==> src/rtl/f3m_digit_mult_if.sv <==
// Operand/result bundle for the GF(3^97) digit-serial multiplier.
// Trit i of each element lives in bits [2i+1:2i]; 2'b11 never appears on a legal value.
interface f3m_digit_mult_if;
    logic [193:0] a;
    logic [193:0] b;
    logic [193:0] c;
    logic         done;

    modport master (output a, output b, input  c, input  done);
    modport slave  (input  a, input  b, output c, output done);
endinterface

==> src/rtl/f3m_digit_mult.sv <==
// GF(3^97) multiplier, f(x) = x^97 + x^12 + 2: one trit of b per clock, MSB first (Horner),
// reducing on the fly. A reset edge loads operands and restarts; done rises after 97 steps.
module f3m_digit_mult (
    input  logic               clk,
    input  logic               reset,
    f3m_digit_mult_if.slave    bus
);
    localparam int unsigned M   = 97;
    localparam int unsigned W   = 2 * M;
    localparam int unsigned CW  = 7;
    localparam int unsigned RED = 12;

    logic [W-1:0]  ra_q, rb_q, rb_d, acc_q, acc_d;
    logic [W-1:0]  shifted, addend;
    logic [CW-1:0] cnt_q, cnt_d;
    logic          done_q, done_d;
    logic [1:0]    t, d;

    // Carry-free mod-3 add of two encoded trits
    function automatic logic [1:0] tadd(input logic [1:0] x, input logic [1:0] y);
        logic [2:0] s;
        s = 3'(x) + 3'(y);
        case (s)
            3'd1, 3'd4: tadd = 2'b01;
            3'd2:       tadd = 2'b10;
            default:    tadd = 2'b00;
        endcase
    endfunction

    // Negation swaps the 1 and 2 encodings; 0 stays 0
    function automatic logic [1:0] tneg(input logic [1:0] x);
        tneg = {x[0], x[1]};
    endfunction

    always_comb begin
        rb_d    = rb_q;
        acc_d   = acc_q;
        cnt_d   = cnt_q;
        done_d  = done_q;
        addend  = '0;
        t       = acc_q[W-1 -: 2];
        d       = rb_q[W-1 -: 2];

        // acc * x, folding the outgoing trit back in via x^97 = 2x^12 + 1
        shifted              = {acc_q[W-3:0], 2'b00};
        shifted[1:0]         = t;
        shifted[2*RED +: 2]  = tadd(shifted[2*RED +: 2], tneg(t));

        for (int unsigned i = 0; i < M; i++) begin
            case (d)
                2'b01:   addend[2*i +: 2] = ra_q[2*i +: 2];
                2'b10:   addend[2*i +: 2] = tneg(ra_q[2*i +: 2]);
                default: addend[2*i +: 2] = 2'b00;
            endcase
        end

        if (cnt_q < CW'(M)) begin
            for (int unsigned i = 0; i < M; i++) begin
                acc_d[2*i +: 2] = tadd(shifted[2*i +: 2], addend[2*i +: 2]);
            end
            rb_d   = {rb_q[W-3:0], 2'b00};
            cnt_d  = cnt_q + CW'(1);
            done_d = (cnt_q == CW'(M - 1));
        end
    end

    always_ff @(posedge clk) begin
        if (reset) begin
            ra_q   <= bus.a;
            rb_q   <= bus.b;
            acc_q  <= '0;
            cnt_q  <= '0;
            done_q <= 1'b0;
        end else begin
            rb_q   <= rb_d;
            acc_q  <= acc_d;
            cnt_q  <= cnt_d;
            done_q <= done_d;
        end
    end

    assign bus.c    = acc_q;
    assign bus.done = done_q;
endmodule
==> src/flat_wrapper.sv <==
// flat-port wrapper written by rule: the top's interface ports become plain ports
module f3m_digit_mult_flat 
  (clk, reset, bus_a, bus_b, bus_c, bus_done);
  f3m_digit_mult_if bus_i ();
  input  logic clk;
  input  logic reset;
  input wire logic [$bits(bus_i.a)-1:0] bus_a;
  input wire logic [$bits(bus_i.b)-1:0] bus_b;
  output wire logic [$bits(bus_i.c)-1:0] bus_c;
  output wire logic [$bits(bus_i.done)-1:0] bus_done;
  assign bus_i.a = bus_a;
  assign bus_i.b = bus_b;
  assign bus_c = bus_i.c;
  assign bus_done = bus_i.done;
  f3m_digit_mult u_core (.clk(clk), .reset(reset), .bus(bus_i));
endmodule
==> config.mk <==
export PLATFORM = sky130hd
export DESIGN_NAME = f3m_digit_mult_flat
export DESIGN_NICKNAME = d
export VERILOG_FILES = /design/src/rtl/f3m_digit_mult_if.sv /design/src/rtl/f3m_digit_mult.sv /design/src/flat_wrapper.sv
export SDC_FILE = /design/constraint.sdc
export NUM_CORES = 1
export LEC_CHECK = 0
export BUFFER_PORTS_ARGS = -buffer_cell sky130_fd_sc_hd__buf_2
export CAP_MARGIN = 20
export CORE_ASPECT_RATIO = 1.75
export CORE_MARGIN = 2
export CORE_UTILIZATION = 33
export DETAILED_ROUTE_END_ITERATION = 10
export SLEW_MARGIN = 20
export SYNTH_ARGS = -nofsm -noshare
export SYNTH_HDL_FRONTEND = slang
export SYNTH_SLANG_ARGS = --single-unit
==> constraint.sdc <==
create_clock -name clk -period 18.35 [get_ports clk]
set_clock_uncertainty 0.05 [all_clocks]
set_input_delay 1.835 -clock clk [delete_from_list [all_inputs] [get_ports clk]]
set_output_delay 1.835 -clock clk [all_outputs]
set_load 0.01 [all_outputs]
==> results.yml <==
worst_setup_path:
  worst_setup_path_end_kind: "flip-flop"
  start_kind: "input port"
  crit_chain: "buf_8, buf_4, buf_4, buf_4, or4b_2, mux2i_1"
  cp_data_arrival_time_ns: 5.12
  cp_slowest_cell: "buf_4"
  path_class: "input port to flip-flop"
  required_ns: 18.76
  crit_fanout: 78
  cp_common_cell: "buf_4"
  critPathMaxStageDelay_ns: 0.83
logic_synthesis:
  synth_fp_nets: 2983
  synth_warnings: 0
  netlist_area_um2: 30000
  syn_avg_cell_area_um2: 12.5
  yosysSeqAreaShare_pct: 52.4
  ys_ff_latch: 590
  synth_cell_types: 35
  syn_inst: 2393
power_and_ir_drop:
  peakVddDrop_uv: 91.5
  p_leak_uw: 0.0135
  p_per_area_nw_per_um2: 102
layout:
  fin_nets: 3498
  seq_area_um2: 15700
  areaGrowthSynthToFinish_pct: 19.6
  multiInputGateArea_um2: 13100
  fill_cells: 8785
  stdcell_count: 4151
  layout-drive-gt1-share_pct: 35.7
  fin_util_pct: 39.7
clock_tree:
  ctsHoldBuffers: 0
  clock-sinks: 590
  clock_latency_ns: 0.62
  cts_tree: "done"
  cts_buffers: 60
  htree_levels: 2
  cts_setup_buffers: 0
  cts_resized: 0
  clk_path_buf_depth: 3
  ctsRootBufferMaster: "clkbuf_16"
  clk_pin_slew_ns: 0.07
die:
  rows: 146
  die_area_um2: 93400
  ioPinCount: 585
  coreArea_um2: 90200
  dieHeight_um: 403
  start_util_pct: 33.2
  die_w_um: 232
detailed_routing:
  antenna_left: 0
  drcViolationCount: 0
  dr.first_iter.drc_count: 907
  wl_per_cell_um: 19.8
  vias_per_cell: 4.93
  drt_wl_total_um: 82400
  num_vias: 20500
  drtPass1Iterations: 5
sta:
  fin_crit_sh_pct: 25.7
  clock.fmax_mhz: 212
  report.final.setup_viol: 0
  layout_setup_ws_ns: 13.64
  setup_tns_ns: 0
  tightest_slew_ns: 1.12
  rsz0062_at_grt: "no"
  slew_headroom_pct: 25.1
  hold_viol_final: 0
  period_minus_slack_ns: 4.71
  report.final.slew_viol_count: 0
global_routing:
  grt_max_degree: 175
  grt_pass1_wl_um: 124000
  overflow: 0
  grt_pass1_vias: 21100
  grtUsageTotal_pct: 17.3
  antenna_found_initial: 35
place:
  dp_cells: 4029
  port_buffers: 584
  dp_hpwl_um: 58500
  globalplace.congestion: 0.815
  dp_slack_ns: 12.94
job:
  maxCapViolCount: 0
status:
  status: "finished, final reports clean"
hold_path:
  hp-class: "flip-flop to flip-flop"
critical path: cells and delay by family:
| family | cells | cell delay [ns] |
|---|---|---|
| buffers and inverters | 4 | 2.76 |
| AND/OR/NAND/NOR | 1 | 0.25 |
| multiplexers | 1 | 0.06 |
where the power goes:
group | switching (uW) | internal (uW) | total (uW) | leakage, uW
clock network | 544 | 696 | 1240 | 0.000951
registers | 110 | 1580 | 1690 | 0.00561
logic | 384 | 335 | 719 | 0.00693
through the flow:
| step | hold WS [ns] | instance area [um2] | total power (uW) |
|---|---|---|---|
| 3_5_place_dp | 0.414 | 33900 | 2440 |
| 5_1_grt | 0.453 | 35900 | 3840 |
| 3_3_place_gp | 0.409 | 33900 | 2430 |
| 2_1_floorplan | 0.444 | 30000 | 2150 |
| 4_1_cts | 0.426 | 35800 | 3700 |
| 6_report | 0.425 | 35900 | 3650 |
layer usage:
metal | GRT usage [%] | wire length (um)
met4 | 7.22 | 3220
met1 | 19.4 | 31500
met3 | 5.73 | 6900
met5 | 0 | 264
met2 | 29.8 | 40400
kinds of logic after synthesis:
group / Yosys count / share of synthesized area, %
muxes: 386 / 13.7
buffers and inverters: 297 / 4.27
adders and majority gates: 200 / 10.8
DFF: 590 / 52.4
AOI/OAI and AO/OA: 210 / 5.23
xor gates and xnor gates: 98 / 2.86
and+or+nand+nor: 612 / 10.8
cell usage in the layout, fill, tap and decap left out, drive strengths merged, types with 2 or more instances in the layout:
master    netlist  routed
a22oi         194     194
bufinv          0       4
fa             98      98
clkbuf         99      82
or4b           86      86
nor2          137     137
nand2         193     193
a21oi           4       4
or3            25      25
nand3          84      84
or2            70      70
inv           143     145
diode           0       9
ha            102     102
dfxtp         202     202
nor3            6       6
a31oi           2       2
o21ai           3       3
clkinvlp        0       3
and2            3       3
mux2i         190     190
edfxtp        388     388
buf            53     605
nor2b           4       4
clkinv          2      23
xnor2          98      98
a21bo           2       2
nor3b           2       2
mux2          196     196
Yosys cell counts:
| cell | count | area share, % |
|---|---|---|
| nand3_1 | 84 | 1.4 |
| a21o_1 | 1 | 0.025 |
| and2_1 | 3 | 0.063 |
| xnor2_1 | 98 | 2.9 |
| mux2i_1 | 190 | 6.3 |
| buf_2 | 30 | 0.50 |
| o21ai_0 | 3 | 0.050 |
| clkinv_1 | 2 | 0.025 |
| nor4_4 | 1 | 0.071 |
| or2_2 | 70 | 1.5 |
| a31oi_1 | 2 | 0.042 |
| inv_1 | 143 | 1.8 |
| a31o_2 | 1 | 0.029 |
| or4b_2 | 86 | 2.9 |
| fa_1 | 98 | 6.5 |
| buf_1 | 6 | 0.075 |
| nor2b_1 | 4 | 0.083 |
| dfxtp_1 | 202 | 13 |
| a311oi_1 | 1 | 0.029 |
| nor3_1 | 6 | 0.10 |
| mux2_2 | 196 | 7.4 |
| edfxtp_1 | 388 | 39 |
| nor3b_1 | 2 | 0.050 |
| ha_1 | 102 | 4.3 |
| nor2_1 | 137 | 1.7 |
| a32o_1 | 1 | 0.033 |
| and3_1 | 1 | 0.021 |
| clkbuf_1 | 99 | 1.2 |
| nand2_1 | 193 | 2.4 |
| a211oi_1 | 1 | 0.025 |
| buf_6 | 17 | 0.64 |
| a21bo_2 | 2 | 0.067 |
| a21oi_1 | 4 | 0.067 |
| or3_1 | 25 | 0.52 |
| a22oi_1 | 194 | 4.9 |
worst paths after layout:
path,cells past startpoint,from,end,slack [ns]
max reg2reg,10,u_core.rb_q[192],u_core.bus.c[149],14.23
max,6,reset,u_core.bus.c[121],13.64
min reg2reg,2,u_core.bus.c[21],u_core.bus.c[21],0.42
min,2,u_core.bus.c[21],u_core.bus.c[21],0.42
registers in the layout, summed over array words and instances (netlist names):
name / flops
u_core.bus.done: 1
u_core.ra_q: 194
u_core.rb_q: 194
u_core.bus.c: 194
u_core.cnt_q: 7
area by class of cell:
cell class,instances,share of cell area [%]
clock buffers,82,4.70
repair buffers,605,8.71
diodes,9,0.0628
well taps,1184,4.13
clock inverters,30,0.708
inverters,145,1.54
flip-flops and latches,590,43.8
multi-input cells,1506,36.4
Note: power is estimated with default switching activity, not from simulation.
